--- config.mk ---
export PLATFORM = sky130hd
export DESIGN_NAME = overlay_fetch_ctrl
export DESIGN_NICKNAME = d
export VERILOG_FILES = /design/src/rtl/overlay_fetch_ctrl.sv
export SDC_FILE = /design/constraint.sdc
export NUM_CORES = 1
export LEC_CHECK = 0
export ABC_AREA = 1
export CORE_UTILIZATION = 55
export CTS_CLUSTER_DIAMETER = 40
export DETAILED_ROUTE_END_ITERATION = 6
export PLACE_DENSITY = 0.77
export SKIP_CTS_REPAIR_TIMING = 1
export SLEW_MARGIN = 20
export SYNTH_ARGS = -nofsm -noshare
export SYNTH_HDL_FRONTEND = slang
export SYNTH_SLANG_ARGS = --single-unit
--- constraint.sdc ---
create_clock -name i_clock -period 3.57 [get_ports i_clock]
set_input_delay 0.714 -clock i_clock [delete_from_list [all_inputs] [get_ports i_clock]]
set_output_delay 0.714 -clock i_clock [all_outputs]
set_load 0.01 [all_outputs]
--- src/rtl/overlay_fetch_ctrl.sv ---
// Overlay frame fetch sequencer: issues Avalon-MM burst reads covering one frame per
// accepted frame start, gated by credits for free space in the downstream pixel FIFO.
module overlay_fetch_ctrl #(
  parameter int                ADDR_W     = 32,
  parameter logic [ADDR_W-1:0] BASE_ADDR  = 32'h3000_0000,
  parameter int                H_PIXELS   = 1920,
  parameter int                V_PIXELS   = 1080,
  parameter int                BURST_LEN  = 16,
  parameter int                FIFO_DEPTH = 64,
  localparam int               CNT_W      = $clog2(FIFO_DEPTH + 1),
  localparam int               BC_W       = $clog2(BURST_LEN) + 1
) (
  input  logic              i_clock,
  input  logic              i_reset,
  input  logic              i_enable,
  input  logic              i_frame_start,
  input  logic              i_pix_pop,
  input  logic              i_avm_waitrequest,
  input  logic              i_avm_readdatavalid,
  output logic              o_avm_read,
  output logic [ADDR_W-1:0] o_avm_address,
  output logic [BC_W-1:0]   o_avm_burstcount,
  output logic              o_busy,
  output logic              o_frame_done,
  output logic              o_underflow,
  output logic              o_overrun,
  output logic [1:0]        o_dbg_state,
  output logic [CNT_W-1:0]  o_dbg_fifo_cnt,
  output logic [CNT_W-1:0]  o_dbg_outstanding
);

  localparam int TOTAL  = H_PIXELS * V_PIXELS;
  localparam int WL_W   = $clog2(TOTAL + 1);
  localparam int CNT_W1 = CNT_W + 1;

  typedef enum logic [1:0] {
    ST_IDLE  = 2'd0,
    ST_CHECK = 2'd1,
    ST_REQ   = 2'd2,
    ST_DRAIN = 2'd3
  } state_t;

  state_t             r_state;
  state_t             w_state_nxt;
  logic [ADDR_W-1:0]  r_addr;
  logic [WL_W-1:0]    r_words_left;
  logic [BC_W-1:0]    r_burst;
  logic [CNT_W-1:0]   r_outstanding;
  logic [CNT_W-1:0]   r_fifo_cnt;
  logic               r_underflow;
  logic               r_overrun;

  logic [BC_W-1:0]    w_burst;
  logic [CNT_W1-1:0]  w_free;
  logic               w_room;
  logic               w_pop_ok;
  logic               w_pop_empty;
  logic               w_start_frame;
  logic               w_latch_burst;
  logic               w_accept;
  logic               w_done;

  // Handshake: a request is a read burst presented while avm_read=1; it is taken on the
  // rising edge where waitrequest=0, and address/burstcount are held until that edge.
  always_comb begin
    w_burst = BC_W'(BURST_LEN);
    if (32'(r_words_left) < 32'(BURST_LEN)) begin
      w_burst = BC_W'(r_words_left);
    end
    w_free      = CNT_W1'(FIFO_DEPTH) - {1'b0, r_outstanding} - {1'b0, r_fifo_cnt};
    w_room      = 32'(w_free) >= 32'(w_burst);
    w_pop_ok    = i_pix_pop && (r_fifo_cnt != '0);
    w_pop_empty = i_pix_pop && (r_fifo_cnt == '0);
  end

  always_ff @(posedge i_clock or posedge i_reset) begin
    if (i_reset) begin
      r_state <= ST_IDLE;
    end else begin
      r_state <= w_state_nxt;
    end
  end

  always_comb begin
    w_state_nxt   = r_state;
    w_start_frame = 1'b0;
    w_latch_burst = 1'b0;
    w_accept      = 1'b0;
    w_done        = 1'b0;
    case (r_state)
      ST_IDLE: begin
        if (i_frame_start && i_enable) begin
          w_start_frame = 1'b1;
          w_state_nxt   = ST_CHECK;
        end
      end
      ST_CHECK: begin
        if (r_words_left == '0) begin
          w_state_nxt = ST_DRAIN;
        end else if (w_room) begin
          w_latch_burst = 1'b1;
          w_state_nxt   = ST_REQ;
        end
      end
      ST_REQ: begin
        if (!i_avm_waitrequest) begin
          w_accept    = 1'b1;
          w_state_nxt = ST_CHECK;
        end
      end
      ST_DRAIN: begin
        if (r_outstanding == '0) begin
          w_done      = 1'b1;
          w_state_nxt = ST_IDLE;
        end
      end
      default: w_state_nxt = ST_IDLE;
    endcase
  end

  always_ff @(posedge i_clock or posedge i_reset) begin
    if (i_reset) begin
      r_addr        <= '0;
      r_words_left  <= '0;
      r_burst       <= '0;
      r_outstanding <= '0;
      r_fifo_cnt    <= '0;
      r_underflow   <= 1'b0;
      r_overrun     <= 1'b0;
    end else begin
      if (w_start_frame) begin
        r_addr       <= BASE_ADDR;
        r_words_left <= WL_W'(TOTAL);
      end
      if (w_latch_burst) begin
        r_burst <= w_burst;
      end
      if (w_accept) begin
        r_addr       <= r_addr + (ADDR_W'(r_burst) << 2);
        r_words_left <= r_words_left - WL_W'(r_burst);
      end
      // Credits requested on accept and words returned/popped net out in one update.
      r_outstanding <= r_outstanding + (w_accept ? CNT_W'(r_burst) : '0)
                       - CNT_W'(i_avm_readdatavalid);
      r_fifo_cnt    <= r_fifo_cnt + CNT_W'(i_avm_readdatavalid) - CNT_W'(w_pop_ok);
      if (w_start_frame) begin
        r_underflow <= 1'b0;
      end
      if (w_pop_empty) begin
        r_underflow <= 1'b1;
      end
      if (i_frame_start && (r_state != ST_IDLE)) begin
        r_overrun <= 1'b1;
      end
    end
  end

  assign o_avm_read        = (r_state == ST_REQ);
  assign o_avm_address     = r_addr;
  assign o_avm_burstcount  = r_burst;
  assign o_busy            = (r_state != ST_IDLE);
  assign o_frame_done      = w_done;
  assign o_underflow       = r_underflow;
  assign o_overrun         = r_overrun;
  assign o_dbg_state       = r_state;
  assign o_dbg_fifo_cnt    = r_fifo_cnt;
  assign o_dbg_outstanding = r_outstanding;

endmodule

==> results.py <==
metrics = {
    "route": {
        "routedWlPerCell_um": 14.06,
        "avgViaCountPerCell": 5.427,
        "vias": 4776,
        "drcViolationCount": 0,
        "drt_iter0_drc": 202,
        "drtAntennaViolNets": 0,
        "wirelength_um": 12370,
        "first_pass_iters": 5,
    },
    "yosys": {
        "synthCells": 695,
        "synth_seq_cells": 74,
        "synth_top_flop_cell": "dfrtp_1",
        "ys_types": 39,
        "synthArstFlopShare_pct": 100.0,
        "yosys.area.top_type": "dfrtp_1",
        "synth_edf_count": 0,
        "synth_area_per_cell_um2": 7.471,
        "ys_warn_count": 0,
        "synth_top_area_share_pct": 35.66,
        "ys_top_cells_by_area": "dfrtp_1 (36%), ha_1 (12%), nand2_1 (10%), inv_1 (8.7%), nand3_1 (6.7%)",
        "syn_area_um2": 5192,
        "synth_seq_area_share_pct": 35.66,
    },
    "outcome": {
        "outcome": "complete, no violations",
    },
    "final_layout": {
        "drive_gt1_share_pct": 4.681,
        "nNetsFinal": 824,
        "seq_area_um2": 1852,
        "diodes": 0,
        "instances_no_fill": 880,
        "multi_input_area_um2": 2833,
        "area.growth.synth_to_final_pct": 18.29,
        "fill_cells": 805,
    },
    "floorplanning": {
        "io_pins": 65,
        "die-area_um2": 9834,
        "initial_utilization_pct": 56.46,
        "num_rows": 35,
        "fp.dieH_um": 99.17,
        "core-area_um2": 9196,
        "die_x_um": 99.17,
    },
    "hold_path": {
        "hold_end": "o_overrun$_DFFE_PP0P_",
        "hold_path_depth": 1,
        "hold_path.class": "flop to flop",
        "hold_path_startpoint": "o_overrun$_DFFE_PP0P_",
    },
    "placed_design": {
        "place_inst": 864,
        "gp_congestion": 0.8896,
        "hpwl_um": 9131,
        "port-buffer-count": 62,
    },
    "setup_path": {
        "reg2regPathDepth": 15,
        "crit_path_end_kind": "flop",
        "cp-start-kind": "flop",
        "reg2reg_slack_ps": 510,
        "path_class": "flop to flop",
        "r2r-start": "o_dbg_fifo_cnt[5]$_DFF_PP0_",
        "worst-path-max-fanout": 3,
        "crit_arrival_ps": 3310,
        "cp.required_ps": 3820,
        "worst_r2r_endpoint": "o_dbg_fifo_cnt[6]$_DFF_PP0_",
    },
    "power_and_ir_drop": {
        "ir_drop_v": 0.0006110,
        "p_leak_nw": 2.933,
        "power-per-cell-area_nw_per_um2": 807.9,
    },
    "clock_tree": {
        "clk_latency_ps": 360,
        "h-tree-depth": 3,
        "clk_path_buf_depth": 2,
        "clk_pin_slew_ps": 90,
        "cts_buffers": 9,
        "cts_root_buf": "clkbuf_8",
        "cts_tree": "built",
        "clock_sinks": 74,
    },
    "sta": {
        "slew_violations": 0,
        "period_share_pct": 85.82,
        "fin_skew_ps": 17.27,
        "fin_tns_setup_ps": 0,
        "fmax_mhz": 326.4,
        "setup_viol": 0,
        "rsz0062_at_grt": "false",
        "worst_slew_pin_slew_ps": 536.6,
        "slew_headroom_pct": 64.17,
        "min_period_ps": 3064,
        "finalHoldViolCount": 0,
    },
    "global_routing": {
        "grt_antenna_before_repair": 0,
        "track_usage_pct": 27.08,
        "grt_pass1_wl_um": 21290,
        "grt_pass1_vias": 4764,
        "grt_overflow": 0,
        "grt_max_degree": 75,
    },
    "flow_run": {
        "maxCapViolCount": 0,
    },
}
-- state kept, by name (all words and copies together), names as in the netlist --
register and count:
o_avm_burstcount 5, o_dbg_outstanding 7, o_avm_address 30, o_dbg_fifo_cnt 7
r_words_left 21, o_underflow 1, o_dbg_state 2, o_overrun 1
-- per-layer routing --
layer / part of all wire [%] / track usage, % / vias up
met1: 44 / 32.89 / 2233
met2: 50 / 49.38 / 137
met5: 0 / 0 / -
met3: 3.6 / 3.654 / 27
met4: 2.2 / 9.502 / 0
li1: - / - / 2379
-- placed cells by master, fill, tap and decap left out, types with 2 or more instances in the layout --
cell,count
a21o_1,2
a21oi_1,20
a22o_1,5
buf_4,2
clkbuf_8,10
clkdlybuf4s50_1,62
clkinv_2,2
clkinvlp_4,2
conb_1,2
dfrtp_1,74
fa_1,5
ha_1,48
inv_1,120
inv_2,3
nand2_1,144
nand2_2,3
nand3_1,70
nand3b_1,4
nand4_1,11
nor2_1,70
nor2_2,2
nor2_4,2
nor3_1,13
nor3_2,2
nor3_4,2
nor4_1,3
o21ai_0,52
o22ai_1,3
o32ai_1,3
xnor2_1,2
xor2_1,14
-- cells by family after synthesis --
family	synth area share [%]
other	0.07222
AO/OA/AOI/OAI	9.518
flip-flops	35.66
AND/OR/NAND/NOR	28.51
XOR/XNOR	2.699
multiplexers	0.1928
buffers and inverters	9.855
adder cells (fa/ha/maj)	13.49
-- worst max-delay path, cell delays in order, from the launching register on --
cell,delay [ps]
dfrtp_1,410
inv_1,150
ha_1,170
nand2_1,60
nor4_1,360
nor2_1,90
ha_1,280
inv_1,50
ha_1,150
inv_1,60
fa_1,400
o21ai_0,360
a21oi_1,130
nor2_1,100
nor2_1,60
xor2_1,130
-- cell type report --
cell class | count | share of cell area, %
timing repair buffer | 65 | 10.67
tap | 111 | 2.261
clock buffer | 10 | 2.241
inverter | 123 | 7.517
multi-input combinational | 491 | 46.12
clock inverter | 6 | 1.039
sequential | 74 | 30.15
-- power breakdown --
part           switching (W)  leakage [nW]  internal (W)
clock network       0.000344        0.0987      0.000342
registers           0.000260         0.935       0.00108
logic                0.00170          1.90       0.00123
total                0.00231          2.93       0.00265
-- through the flow --
stage | worst slack, ps | util (%) | cell area, um2 | hold slack (ps) | total power (W)
floorplan | 561.2 | - | 5196 | 470.8 | 0.003385
global placement | 297.9 | 64.60 | 5941 | 443.1 | 0.004120
detailed placement | 210.8 | 64.60 | 5941 | 447.9 | 0.004254
CTS | 525.4 | 66.79 | 6142 | 471.8 | 0.004975
global route | 257.7 | 66.79 | 6142 | 485.7 | 0.005491
finish | 506.1 | 66.79 | 6142 | 467.2 | 0.004962
-- worst max-delay path by stage --
stage                                 from  slack, ps                        endpoint
3_5_place_dp             i_avm_waitrequest        210  o_dbg_outstanding[6]$_DFF_PP0_
3_3_place_gp             i_avm_waitrequest        300  o_dbg_outstanding[6]$_DFF_PP0_
4_1_cts        o_dbg_fifo_cnt[5]$_DFF_PP0_        530     o_dbg_fifo_cnt[6]$_DFF_PP0_
5_1_grt        o_dbg_fifo_cnt[5]$_DFF_PP0_        260     o_dbg_fifo_cnt[6]$_DFF_PP0_
6_report       o_dbg_fifo_cnt[5]$_DFF_PP0_        510     o_dbg_fifo_cnt[6]$_DFF_PP0_
2_1_floorplan            i_avm_waitrequest        560  o_dbg_outstanding[6]$_DFF_PP0_
-- cell usage after synthesis (2+ instances only) --
cell      instances
a21o_1            2
a21oi_1          20
a22o_1            5
buf_2             4
buf_4             2
dfrtp_1          74
fa_1              5
ha_1             48
inv_1           121
inv_2             2
nand2_1         144
nand2_2           3
nand3_1          70
nand3b_1          4
nand4_1          11
nor2_1           70
nor2_2            2
nor2_4            2
nor3_1           13
nor3_2            2
nor3_4            2
nor4_1            3
o21ai_0          52
o22ai_1           3
o32ai_1           3
xnor2_1           2
xor2_1           14
(Power assumes the default switching activity.)
